File: src/rtl/uart.sv
// uart: 8N1 serial transmitter; tx falls on the accepting edge and done strobes 10*CLKS_PER_BIT cycles later.
// No backpressure path: send rising edges seen while a frame is in flight are dropped, never queued.
module uart #(
  parameter int CLKS_PER_BIT = 434
) (
  input  logic       clock,
  input  logic       reset_n,
  input  logic       send,
  input  logic [7:0] data,
  output logic       done,
  output logic       tx
);

  typedef enum logic [1:0] {IDLE, START, DATA, STOP} state_t;

  localparam logic [15:0] BIT_LAST = 16'(CLKS_PER_BIT - 1);

  state_t      state;
  logic [15:0] timer;
  logic [2:0]  bit_idx;
  logic [7:0]  shreg;
  logic        send_q;
  logic        bit_end;

  assign bit_end = (timer == BIT_LAST);

  always_ff @(posedge clock or negedge reset_n) begin
    if (!reset_n) begin
      state   <= IDLE;
      timer   <= 16'd0;
      bit_idx <= 3'd0;
      shreg   <= 8'd0;
      send_q  <= 1'b0;
      tx      <= 1'b1;
      done    <= 1'b0;
    end else begin
      send_q <= send;
      done   <= 1'b0;
      if (state != IDLE) begin
        timer <= bit_end ? 16'd0 : timer + 16'd1;
      end
      case (state)
        IDLE: begin
          tx    <= 1'b1;
          timer <= 16'd0;
          // Edge detect against the registered history so a held send cannot retrigger.
          if (send && !send_q) begin
            shreg   <= data;
            bit_idx <= 3'd0;
            tx      <= 1'b0;
            state   <= START;
          end
        end
        START: begin
          if (bit_end) begin
            state <= DATA;
            tx    <= shreg[0];
          end
        end
        DATA: begin
          if (bit_end) begin
            if (bit_idx == 3'd7) begin
              state <= STOP;
              tx    <= 1'b1;
            end else begin
              bit_idx <= bit_idx + 3'd1;
              shreg   <= {1'b0, shreg[7:1]};
              tx      <= shreg[1];
            end
          end
        end
        STOP: begin
          if (bit_end) begin
            state <= IDLE;
            done  <= 1'b1;
          end
        end
      endcase
    end
  end

endmodule

File: config.mk
export PLATFORM = sky130hd
export DESIGN_NAME = uart
export DESIGN_NICKNAME = d
export VERILOG_FILES = /design/src/rtl/uart.sv
export SDC_FILE = /design/constraint.sdc
export NUM_CORES = 1
export LEC_CHECK = 0
export ABC_CLOCK_PERIOD_IN_PS = 2400
export BUFFER_PORTS_ARGS = -buffer_cell sky130_fd_sc_hd__buf_4
export CORE_ASPECT_RATIO = 2
export CORE_MARGIN = 5
export CORE_UTILIZATION = 28
export DETAILED_ROUTE_END_ITERATION = 7
export HOLD_SLACK_MARGIN = 0.02
export PLACE_DENSITY_LB_ADDON = 0.08
export REMOVE_ABC_BUFFERS = 1
export SYNTH_ARGS = -nofsm -noshare
export SYNTH_HDL_FRONTEND = slang
export SYNTH_SLANG_ARGS = --single-unit
File: constraint.sdc
create_clock -name clock -period 2.4 [get_ports clock]
set_clock_uncertainty 0.15 [all_clocks]
set_input_delay 0.12 -clock clock [delete_from_list [all_inputs] [get_ports clock]]
set_output_delay 0.12 -clock clock [all_outputs]
set_load 0.005 [all_outputs]
* Word level (Yosys, flattened, before mapping)
Index checks and enable logic that the tools add are counted.
Storage, ports and cells: flip-flop bits (word level) 32, bits of input ports 11, logic and storage cells 54
Cells by class: $add $sub $neg 2, equality and inequality tests 11, muxes and demuxes 24, reduce and logical (&&, ||, !) cells 10
Operators with widths (number):
- $mux 16 | 3
- $mux 8 | 3
- $add 16x1->16 const B | 1
- $eq 16x9->1 const B | 1
- $pmux 8 s2 | 1
- $ne 2x2->1 const B | 6
- $mux 2 | 5
- $mux 3 | 3
- $pmux 2 s4 | 1
- $mux 1 | 6
- $pmux 3 s2 | 1
- $reduce_bool 2->1 | 3
- $reduce_and 5->1 | 1
- $eq 2x2->1 const B | 2
- $reduce_and 4->1 | 1
- $add 3x1->3 const B | 1
- $eq 3x3->1 const B | 1
- $pmux 1 s3 | 1
- $reduce_and 3->1 | 1
- $reduce_bool 3->1 | 1
- $eq 2x1->1 const B | 1
- $logic_not 2->1 | 1
- $logic_and 1x1->1 | 1
- $logic_not 1->1 | 1

* Logic depth before layout (Yosys ltp)
Gate-level depths: netlist of the first run.
depth in word-level cells 4, mapped depth 8

* Worst setup path after synthesis of the first run
OpenSTA, ideal clock, no wires.
kind register to register, from register state[0], to register bit_idx[0], setup time 125 ps, data arrival time 1559 ps, required time 2125 ps, setup slack 566 ps, cell stages (with the launch flop) 8, period minus slack after synthesis 1834 ps, cell sequence dfrtp_1 -> inv_1 -> ha_1 -> buf_2 -> nand2b_1 -> a22oi_4 -> o21ai_2 -> mux2_2
Between the ends: cells in the longest elaborated chain, start to end 3
RTL lines:
- start, declared | line 18 | state_t state;
- start signal, assigned | line 29 | state <= IDLE;
- start signal, assigned | line 51 | state <= START;
- start signal, assigned | line 56 | state <= DATA;
- $eq 2x2->1 / $logic_not 2->1 (equally long branches) | line 42 | case (state)
- $ne 2x2->1 (no source line) / $reduce_bool 2->1 (equally long branches)
- $reduce_and 4->1 (no source line)
- end signal, assigned | line 66 | bit_idx <= bit_idx + 3'd1;
- end, declared | line 20 | logic [2:0] bit_idx;
Several ways; a longest one is shown, not always the timed one. A chain may end at the register's enable or synchronous reset.

* Worst setup path after layout of the first run
from register state[0], to register shreg[2]
Between the ends: cells in the longest elaborated chain, start to end 3
RTL lines:
- $eq 2x2->1 / $logic_not 2->1 (equally long branches) | line 42
- $ne 2x2->1 (no source line) / $reduce_bool 2->1 (equally long branches)
- $reduce_and 4->1 (no source line)
- end signal, assigned | line 48 | shreg <= data;
- end signal, assigned | line 67 | shreg <= {1'b0, shreg[7:1]};
- end, declared | line 21 | logic [7:0] shreg;
Several ways; a longest one is shown, not always the timed one.

==> impl_metrics.env, run 1 <==
export IMPL_run_status="finished, final reports clean"
export IMPL_max_cap_violations=0
export IMPL_finalCritPeriodShare_pct=84.1
export IMPL_synth_area_um2=1800
export IMPL_ys_flop_type="dfrtp_1"
export IMPL_fmax_mhz=495
export IMPL_drive_above_1_share_pct=17.8
export IMPL_synth_top_cells_by_area="dfrtp_1 (43%), xnor2_1 (6.3%), ha_1 (6.3%), nor2_1 (4.8%), nand3_1 (3.9%)"
export IMPL_final_cells=283
export IMPL_slew_headroom_pct=63.8
export IMPL_p_comb_share_pct=3.3
export IMPL_grt_ovfl_total=0
export IMPL_place_ws_ns=0.364
export IMPL_grt_pass1_wl_um=6990
export IMPL_seqCellArea_um2=802
export IMPL_fillers=672
export IMPL_netlist_top_cell_by_area="dfrtp_1"
export IMPL_die_y_um=123
export IMPL_antenna_found_initial=0
export IMPL_synth_edff_count=0
export IMPL_worstMarginPinSlew_ns=0.541
export IMPL_drv_slew=0
export IMPL_drc=0
export IMPL_gr_max_usage_layer="met2"
export IMPL_post_cts_buffers=0
export IMPL_vias=1377
export IMPL_gr_usage_met3_pct=2.27
export IMPL_dr_pass1_iters=4
export IMPL_pwr_density_cell_nw_per_um2=559
export IMPL_worstSetupPathType="flip-flop to flip-flop"
export IMPL_min_path_type="input pin to flip-flop"
export IMPL_clock_latency_ns=0.27
export IMPL_setup_viol_count_final=0
export IMPL_setup_ws_ns=0.380
export IMPL_final_common_cell="dfrtp_1"
export IMPL_post_drt_wl_per_cell_um=15.1
export IMPL_tns_ns=0
export IMPL_synth_seq_area_share_pct=44.6
export IMPL_row_count=41
export IMPL_grt_use_total_pct=11.3
export IMPL_critPathMaxFanout=7
export IMPL_finalWirelength_um=4270
export IMPL_yosysTopAreaCellShare_pct=43.1
export IMPL_core_um2=6310
export IMPL_met1_usage_pct=10.9
export IMPL_grt_setup_unrepaired="false"
export IMPL_cts_buffer_depth=2
export IMPL_ys_warnings_count=0
export IMPL_synth_cells=173
export IMPL_gp_congestion=0.687
export IMPL_ys_ff_latch=32
export IMPL_start_util_pct=28.5
export IMPL_first_iter_violations=49
export IMPL_critPathTopFamily="compound AO/OA/AOI/OAI gates"
export IMPL_critPathMaxStageDelay_ns=0.40
export IMPL_io_pins=13
export IMPL_power_internal_uw=999
export IMPL_multi_input_area_um2=917
export IMPL_area_growth_pct=22.7
export IMPL_first_global_vias=1421
export IMPL_endpoint_kind="flip-flop"
export IMPL_numCtsBuffers=5
export IMPL_utilization_pct=35.0
export IMPL_drtAntennaViolNets=0
export IMPL_cts_tree="done"
export IMPL_clkPwrFrac_pct=52.7
export IMPL_dieArea_um2=8230
export IMPL_place_inst=267
export IMPL_crit_arrival_ns=2.00
export IMPL_antenna_diode_count=0
export IMPL_avgViaCountPerCell=4.87
export IMPL_synth_cell_types=41
export IMPL_crit_path_start_kind="flip-flop"
export IMPL_met2_usage_pct=22.2
export IMPL_clk_pin_slew_ns=0.05
export IMPL_cts_root_buf="clkbuf_16"
export IMPL_async_reset_ff_share_pct=100
export IMPL_postSynthAreaPerCell_um2=10.4
export IMPL_chipWidth_um=66.7
export IMPL_final_cell_mix="dfrtp_1 (31), nor2_1 (23), nand3_1 (14), buf_4 (14), xnor2_1 (13)"
export IMPL_clock_sinks=32
export IMPL_hold_viol_final=0
export IMPL_path_buf_inv=1
export IMPL_switching_share_pct=19.1
export IMPL_min_period_ns=2.02
export IMPL_total_leakage_power_uw=0.000914
export IMPL_peakVddDrop_mv=0.325
export IMPL_dpl_hpwl_um=3210
export IMPL_portBuffers=12
export IMPL_crit_required_ns=2.38
export IMPL_seq_power_share_pct=44.1
export IMPL_p_switching_uw=236
export IMPL_cts_repair_resized=0
export IMPL_fin_nets=217
export IMPL_cp_slowest_cell="dfrtp_1"
export IMPL_grt_max_degree=33
export IMPL_path_cells="inv_1 -> ha_1 -> nand2b_1 -> a22o_1 -> a22oi_1 -> o311ai_0"
export IMPL_cts_max_level=2
## area by class of cell
type	count	share of cell area (%)
well taps	86	4.87
repair buffers	23	8.84
flip-flops and latches	32	36.3
multi-input cells	126	41.5
clock buffers	7	6.91
inverters	9	1.53
## worst min-delay path: cells and delay by family
family	cells	cell delay, ns
AND/OR/NAND/NOR	1	0.09
buffers and inverters	1	0.11
AO/OA/AOI/OAI	2	0.18
## through the flow
step	hold WS, ns	cell area (µm²)	power, µW
after global placement	-0.0600	1970	583
after floorplan	-0.326	1750	557
after global routing	0.142	2210	1290
after CTS	0.119	2210	1260
final	0.122	2210	1240
after detailed placement	-0.0534	1970	584
## path summary, 6_finish.rpt
| check | start | to | slack [ns] | cells past startpoint |
|---|---|---|---|---|
| max in group asynchronous | reset_n | tx | 1.58 | 2 |
| worst max-delay path | state[0] | shreg[2] | 0.38 | 6 |
| worst min register to register | bit_idx[2] | bit_idx[2] | 0.36 | 1 |
| min in group asynchronous | reset_n | shreg[4] | 0.18 | 2 |
| worst min-delay path | data[1] | shreg[1] | 0.12 | 4 |
| worst max register to register | state[0] | shreg[2] | 0.38 | 6 |
## metal layers
metal  routed length (µm)  up-vias
li1                     -      677
met1                 1550      666
met2                 2520       27
met3                  108        7
met4                   97        0
met5                    0        -
## flip-flops by register name (all words and copies together) (netlist names)
signal and count:
done 1, send_q 1, bit_idx 3, state 2, tx 1, timer 16
shreg 8
## repair_timing
action,in CTS,in global routing
hold buffers,9,0
setup endpoints to repair,0,0
endpoints found under the hold margin,40,0
## synthesized netlist by cell type (3+ instances only)
library cell	number
nor4_1	4
xnor2_1	13
mux2_2	3
nand2_1	5
nor3_1	5
nand4_1	10
ha_1	9
a22oi_1	6
nand2b_1	3
nand3_1	14
a22o_1	4
dfrtp_1	31
inv_1	9
nor2_1	23
## cell families (layout without fill, tap and decap cells)
| group | after synthesis | count (layout) | share of synthesized area [%] |
|---|---|---|---|
| xor+xnor | 14 | 14 | 6.82 |
| mux | 3 | 3 | 1.88 |
| simple gates | 79 | 79 | 26.2 |
| fa+ha+maj | 9 | 9 | 6.26 |
| flops | 32 | 32 | 44.6 |
| compound gates | 21 | 21 | 9.80 |
| buf+inv | 15 | 39 | 4.45 |
## power groups by stage
stage / Sequential [µW] / Combinational, µW / Clock, µW
final: 544 / 40.4 / 651
after CTS: 544 / 42.1 / 674
after global routing: 544 / 45.1 / 697
after floorplan: 553 / 4.30 / 0
after global placement: 554 / 29.5 / 0
after detailed placement: 554 / 30.2 / 0
Note: power is estimated with default switching activity, not from simulation.
==> run 2: changes to the inputs <==
--- a/config.mk
+++ b/config.mk
@@ -5,7 +5,7 @@
 export SDC_FILE = /design/constraint.sdc
 export NUM_CORES = 1
 export LEC_CHECK = 0
-export ABC_CLOCK_PERIOD_IN_PS = 2400
+export ABC_CLOCK_PERIOD_IN_PS = 2000
 export BUFFER_PORTS_ARGS = -buffer_cell sky130_fd_sc_hd__buf_4
 export CORE_ASPECT_RATIO = 2
 export CORE_MARGIN = 5
==> constraint.sdc (replaced) <==
create_clock -name clock -period 2 [get_ports clock]
set_clock_uncertainty 0.15 [all_clocks]
set_input_delay 0.1 -clock clock [delete_from_list [all_inputs] [get_ports clock]]
set_output_delay 0.1 -clock clock [all_outputs]
set_load 0.005 [all_outputs]
==> impl_metrics.env, run 2 (synthesized netlist as in run 1, its figures left out) <==
export IMPL_antenna_diode_count=0
export IMPL_pwr_density_cell_nw_per_um2=624
export IMPL_tns_ns=0
export IMPL_multi_input_area_um2=931
export IMPL_hp_start="data[1]"
export IMPL_io_pins=13
export IMPL_fin_nets=226
export IMPL_path_buf_inv=0
export IMPL_chipWidth_um=66.7
export IMPL_min_period_ns=1.88
export IMPL_finalCritPeriodShare_pct=94.1
export IMPL_reg2reg_to="shreg[2]"
export IMPL_max_cap_violations=0
export IMPL_critPathMaxStageDelay_ns=0.38
export IMPL_endpoint_kind="flip-flop"
export IMPL_first_iter_violations=68
export IMPL_clock_sinks=32
export IMPL_crit_path_start_kind="flip-flop"
export IMPL_fmax_mhz=531
export IMPL_p_switching_uw=289
export IMPL_post_drt_wl_per_cell_um=15.0
export IMPL_hold_viol_final=0
export IMPL_dr_pass1_iters=4
export IMPL_grt_max_degree=33
export IMPL_grt_ovfl_total=0
export IMPL_cts_buffer_depth=2
export IMPL_drive_above_1_share_pct=22.2
export IMPL_final_cell_mix="dfrtp_1 (31), nor2_1 (23), buf_4 (22)"
export IMPL_cp_slowest_cell="dfrtp_1"
export IMPL_core_um2=6310
export IMPL_area_growth_pct=27.1
export IMPL_grt_pass1_wl_um=7620
export IMPL_fin_area_um2=2290
export IMPL_seqCellArea_um2=802
export IMPL_start_util_pct=28.5
export IMPL_setup_ws_ns=0.118
export IMPL_min_path_type="input pin to flip-flop"
export IMPL_antenna_found_initial=0
export IMPL_placed_area_um2=2050
export IMPL_critPathMaxFanout=7
export IMPL_row_count=41
export IMPL_clock_latency_ns=0.27
export IMPL_clk_pin_slew_ns=0.05
export IMPL_r2r_setup_slack_ns=0.12
export IMPL_crit_required_ns=1.98
export IMPL_largest_register_ffs=16
export IMPL_reg_largest_list="timer: 16 flops, shreg: 8 flops, bit_idx: 3 flops"
export IMPL_portBuffers=12
export IMPL_place_ws_ns=0.0393
export IMPL_peakVddDrop_mv=0.277
export IMPL_total_leakage_power_uw=0.000948
export IMPL_worstMarginPinSlew_ns=0.439
export IMPL_switching_share_pct=20.3
export IMPL_reg2reg_depth=6
export IMPL_die_y_um=123
export IMPL_run_status="finished, final reports clean"
export IMPL_seq_power_share_pct=45.8
export IMPL_finalWirelength_um=4410
export IMPL_vias=1443
export IMPL_final_common_cell="dfrtp_1"
export IMPL_clkPwrFrac_pct=50.8
export IMPL_cts_tree="done"
export IMPL_r2r_start="bit_idx[0]"
export IMPL_setup_viol_count_final=0
export IMPL_drtAntennaViolNets=0
export IMPL_holdPathEnd="shreg[1]"
export IMPL_critPathMostFrequentCell="ha_1"
export IMPL_critPathTopFamily="compound AO/OA/AOI/OAI gates"
export IMPL_dpl_hpwl_um=3370
export IMPL_largest_register="timer"
export IMPL_avgViaCountPerCell=4.92
export IMPL_fillers=677
export IMPL_p_comb_share_pct=3.4
export IMPL_slew_headroom_pct=70.7
export IMPL_drv_slew=0
export IMPL_path_cells="ha_1 -> ha_1 -> nand2b_2 -> a22o_4 -> a22oi_1 -> o311ai_0"
export IMPL_gp_congestion=0.730
export IMPL_crit_arrival_ns=1.87
export IMPL_first_global_vias=1589
export IMPL_grt_setup_unrepaired="false"
export IMPL_hold_path_cell_count=4
export IMPL_cts_max_level=2
export IMPL_dieArea_um2=8230
export IMPL_numCtsBuffers=5
export IMPL_power_internal_uw=1140
export IMPL_drc=0
export IMPL_worstSetupPathType="flip-flop to flip-flop"
export IMPL_grt_use_total_pct=12.4
export IMPL_cts_root_buf="clkbuf_16"
-- run 2: worst max path at each step --
stage / to / startpoint / depth (start not counted)
6_report: shreg[2] / bit_idx[0] / 6
5_1_grt: shreg[2] / bit_idx[0] / 6
4_1_cts: shreg[2] / state[0] / 6
3_5_place_dp: shreg[2] / state[0] / 6
3_3_place_gp: shreg[2] / bit_idx[0] / 6
2_1_floorplan: shreg[2] / state[0] / 6
-- run 2: final cells by class --
cell class,count,area share [%]
multi-input combinational,126,40.7
sequential,32,35.1
timing repair buffer,32,12.0
clock buffer,7,5.80
tap,86,4.70
inverter,9,1.48
clock inverter,1,0.219
-- run 2: power groups by stage --
stage / sequential (µW) / combinational (µW) / clock (µW)
after floorplan: 664 / 5.16 / 0
after global placement: 664 / 35.8 / 0
after detailed placement: 664 / 36.3 / 0
after CTS: 653 / 50.9 / 755
after global routing: 652 / 54.6 / 790
final: 653 / 48.8 / 724
-- run 2: worst min-delay path: cells and delay by family --
family / cells / cell delay, ns
AO/OA/AOI/OAI: 2 / 0.18
AND/OR/NAND/NOR: 1 / 0.09
buffers and inverters: 1 / 0.11
-- run 2: timing repair --
action / in CTS / in global routing
buffers inserted: 0 / 0
resized for setup: 0 / 4
endpoints found under the hold margin: 40 / 0
endpoints found under the setup margin: 0 / 6
hold buffers: 9 / 0
-- run 2: metal layers --
| metal | global-route usage (%) | wire, µm | vias up |
|---|---|---|---|
| met5 | 0 | 0 | - |
| met4 | 5.85 | 132 | 0 |
| met3 | 2.27 | 98 | 11 |
| met2 | 24.6 | 2620 | 21 |
| met1 | 11.5 | 1550 | 721 |
| li1 | - | - | 690 |
-- run 2: metrics by stage --
| step | std cells | utilization [%] | hold WS [ns] | power [µW] |
|---|---|---|---|---|
| floorplan | 167 | - | -0.346 | 669 |
| global placement | 276 | 32.4 | -0.0765 | 700 |
| detailed placement | 276 | 32.4 | -0.0701 | 700 |
| CTS | 293 | 36.0 | 0.0979 | 1460 |
| global route | 293 | 36.2 | 0.106 | 1500 |
| finish | 293 | 36.2 | 0.102 | 1430 |
==> run 3: changes to the inputs <==
--- a/config.mk
+++ b/config.mk
@@ -5,6 +5,7 @@
 export SDC_FILE = /design/constraint.sdc
 export NUM_CORES = 1
 export LEC_CHECK = 0
+export ABC_AREA = 1
 export ABC_CLOCK_PERIOD_IN_PS = 2000
 export BUFFER_PORTS_ARGS = -buffer_cell sky130_fd_sc_hd__buf_4
 export CORE_ASPECT_RATIO = 2
==> impl_metrics.env, run 3 <==
export IMPL_io_pins=13
export IMPL_seqCellArea_um2=802
export IMPL_total_leakage_power_uw=0.00109
export IMPL_critPathTopFamily="simple AND/OR/NAND/NOR gates"
export IMPL_cts_max_level=2
export IMPL_min_period_ns=1.78
export IMPL_largest_register_ffs=16
export IMPL_synth_edff_count=0
export IMPL_synth_most_common_cell="nand2_1"
export IMPL_fmax_mhz=562
export IMPL_reg_largest_list="timer: 16 flops, shreg: 8 flops, bit_idx: 3 flops"
export IMPL_worstMarginPinSlew_ns=0.437
export IMPL_multi_input_area_um2=867
export IMPL_numCtsBuffers=5
export IMPL_start_util_pct=28.4
export IMPL_crit_path_start_kind="flip-flop"
export IMPL_synth_top_cells_by_area="dfrtp_1 (44%), nand2_1 (15%), nor2_1 (7.6%), nand3_1 (6.7%), ha_1 (6.3%)"
export IMPL_synth_area_um2=1780
export IMPL_min_path_type="input pin to async pin"
export IMPL_holdWs_ns=0.158
export IMPL_tns_ns=0
export IMPL_path_cells="ha_1 -> ha_1 -> nor2_1 -> nand3_1 -> nand2_2 -> nand2_2 -> nand2_1 -> nand2_1"
export IMPL_dieArea_um2=8150
export IMPL_crit_arrival_ns=1.80
export IMPL_grt_pass1_wl_um=7820
export IMPL_run_status="finished, final reports clean"
export IMPL_cts_root_buf="clkbuf_16"
export IMPL_chipWidth_um=66.4
export IMPL_max_cap_violations=0
export IMPL_synth_seq_area_share_pct=45.0
export IMPL_fillers=710
export IMPL_grt_setup_unrepaired="false"
export IMPL_post_cts_buffers=0
export IMPL_ys_flop_type="dfrtp_1"
export IMPL_clk_pin_slew_ns=0.05
export IMPL_netlist_top_cell_by_area="dfrtp_1"
export IMPL_grt_use_total_pct=13.1
export IMPL_peakVddDrop_mv=0.479
export IMPL_setup_viol_count_final=0
export IMPL_path_buf_inv=0
export IMPL_avgViaCountPerCell=4.41
export IMPL_first_global_vias=1607
export IMPL_clock_sinks=32
export IMPL_cts_tree="done"
export IMPL_gp_congestion=0.806
export IMPL_slew_headroom_pct=70.8
export IMPL_critPathMaxFanout=11
export IMPL_row_count=41
export IMPL_met2_usage_pct=25.1
export IMPL_die_y_um=123
export IMPL_met1_usage_pct=13.0
export IMPL_drtAntennaViolNets=0
export IMPL_largest_register="timer"
export IMPL_area_growth_pct=25.2
export IMPL_drive_above_1_share_pct=14.2
export IMPL_crit_required_ns=2.02
export IMPL_core_um2=6260
export IMPL_endpoint_kind="flip-flop"
export IMPL_fin_nets=279
export IMPL_drv_slew=0
export IMPL_yosysTopAreaCellShare_pct=43.6
export IMPL_worstSetupPathType="flip-flop to flip-flop"
export IMPL_pwr_density_cell_nw_per_um2=1230
export IMPL_first_iter_violations=48
export IMPL_ys_ff_latch=32
export IMPL_dr_pass1_iters=4
export IMPL_gr_max_usage_layer="met2"
export IMPL_synthTopCellsByCount="nand2_1 (73), nor2_1 (36), dfrtp_1 (31), nand3_1 (24), inv_1 (16)"
export IMPL_critPathMaxStageDelay_ns=0.39
export IMPL_utilization_pct=35.6
export IMPL_grt_max_degree=33
export IMPL_dpl_hpwl_um=3400
export IMPL_synth_cell_types=27
export IMPL_hold_viol_final=0
export IMPL_synth_cells=231
export IMPL_grt_ovfl_total=0
export IMPL_gr_usage_met3_pct=2.75
export IMPL_postSynthAreaPerCell_um2=7.71
export IMPL_antenna_diode_count=0
export IMPL_drc=0
export IMPL_finalCritPeriodShare_pct=88.9
export IMPL_post_drt_wl_per_cell_um=13.2
export IMPL_cp_slowest_cell="dfrtp_1"
export IMPL_cts_buffer_depth=2
export IMPL_clock_latency_ns=0.28
export IMPL_antenna_found_initial=0
export IMPL_final_cell_mix="nand2_1 (73), nor2_1 (36), dfrtp_1 (31)"
export IMPL_ys_warnings_count=0
export IMPL_vias=1526
export IMPL_finalWirelength_um=4580
export IMPL_portBuffers=12
export IMPL_final_common_cell="nand2_1"
export IMPL_async_reset_ff_share_pct=100
run 3: repair_timing:
item / CTS / global route
hold endpoints to repair: 42 / 0
resized for setup: 0 / 0
hold buffers: 10 / 0
endpoints found under the setup margin: 0 / 0
run 3: worst register-to-register path, delay by kind of cell (launching register included):
family | cells | cell delay, ns
fa+ha+maj | 2 | 0.40
flops | 1 | 0.39
simple gates | 6 | 0.73
run 3: layout make-up:
type                       instances  share of cell area (%)
clock buffer                       8                    7.02
inverter                          18                    3.03
multi-input combinational        175                    38.9
sequential                        32                    36.0
tap                               86                    4.83
timing repair buffer              27                    10.2
run 3: logic make-up (layout without fill, tap and decap cells):
kind of cell / Yosys count / in the layout / share of synthesized area, %
xor+xnor: 6 / 6 / 2.95
compound gates: 9 / 9 / 2.67
flops: 32 / 32 / 45.0
fa+ha+maj: 9 / 9 / 6.32
simple gates: 151 / 151 / 36.8
buf+inv: 24 / 53 / 6.25
run 3: stage by stage:
| stage | cell area (µm²) | total power (µW) | setup slack (ns) | cells |
|---|---|---|---|---|
| after floorplan | 1740 | 1560 | 0.0463 | 225 |
| after global placement | 1970 | 1940 | 0.174 | 328 |
| after detailed placement | 1970 | 1940 | 0.184 | 328 |
| after CTS | 2230 | 2790 | 0.177 | 346 |
| after global routing | 2230 | 2960 | 0.0494 | 346 |
| final | 2230 | 2730 | 0.221 | 346 |
run 3: final timing paths:
path / from / endpoint / slack, ns / depth (start not counted)
hold / removal: reset_n / timer[2] / 0.16 / 2
setup reg to reg: bit_idx[0] / shreg[2] / 0.22 / 8
min in group clock: shreg[5] / shreg[5] / 0.32 / 2
setup / recovery: bit_idx[0] / shreg[2] / 0.22 / 8
max in group asynchronous: reset_n / tx / 1.20 / 2
hold reg to reg: shreg[5] / shreg[5] / 0.32 / 2
run 3: routing by layer:
metal  vias up  share of wire, %
li1        780                 -
met1       723                38
met2        18                58
met3         5               1.9
met4         0               2.1
met5         -                 0
run 3: power by group:
group          internal [µW]  total (µW)  switching (µW)  leakage (µW)
Sequential               810         922             111      0.000422
Combinational            358         999             641      0.000590
Clock                    530         810             280     0.0000772
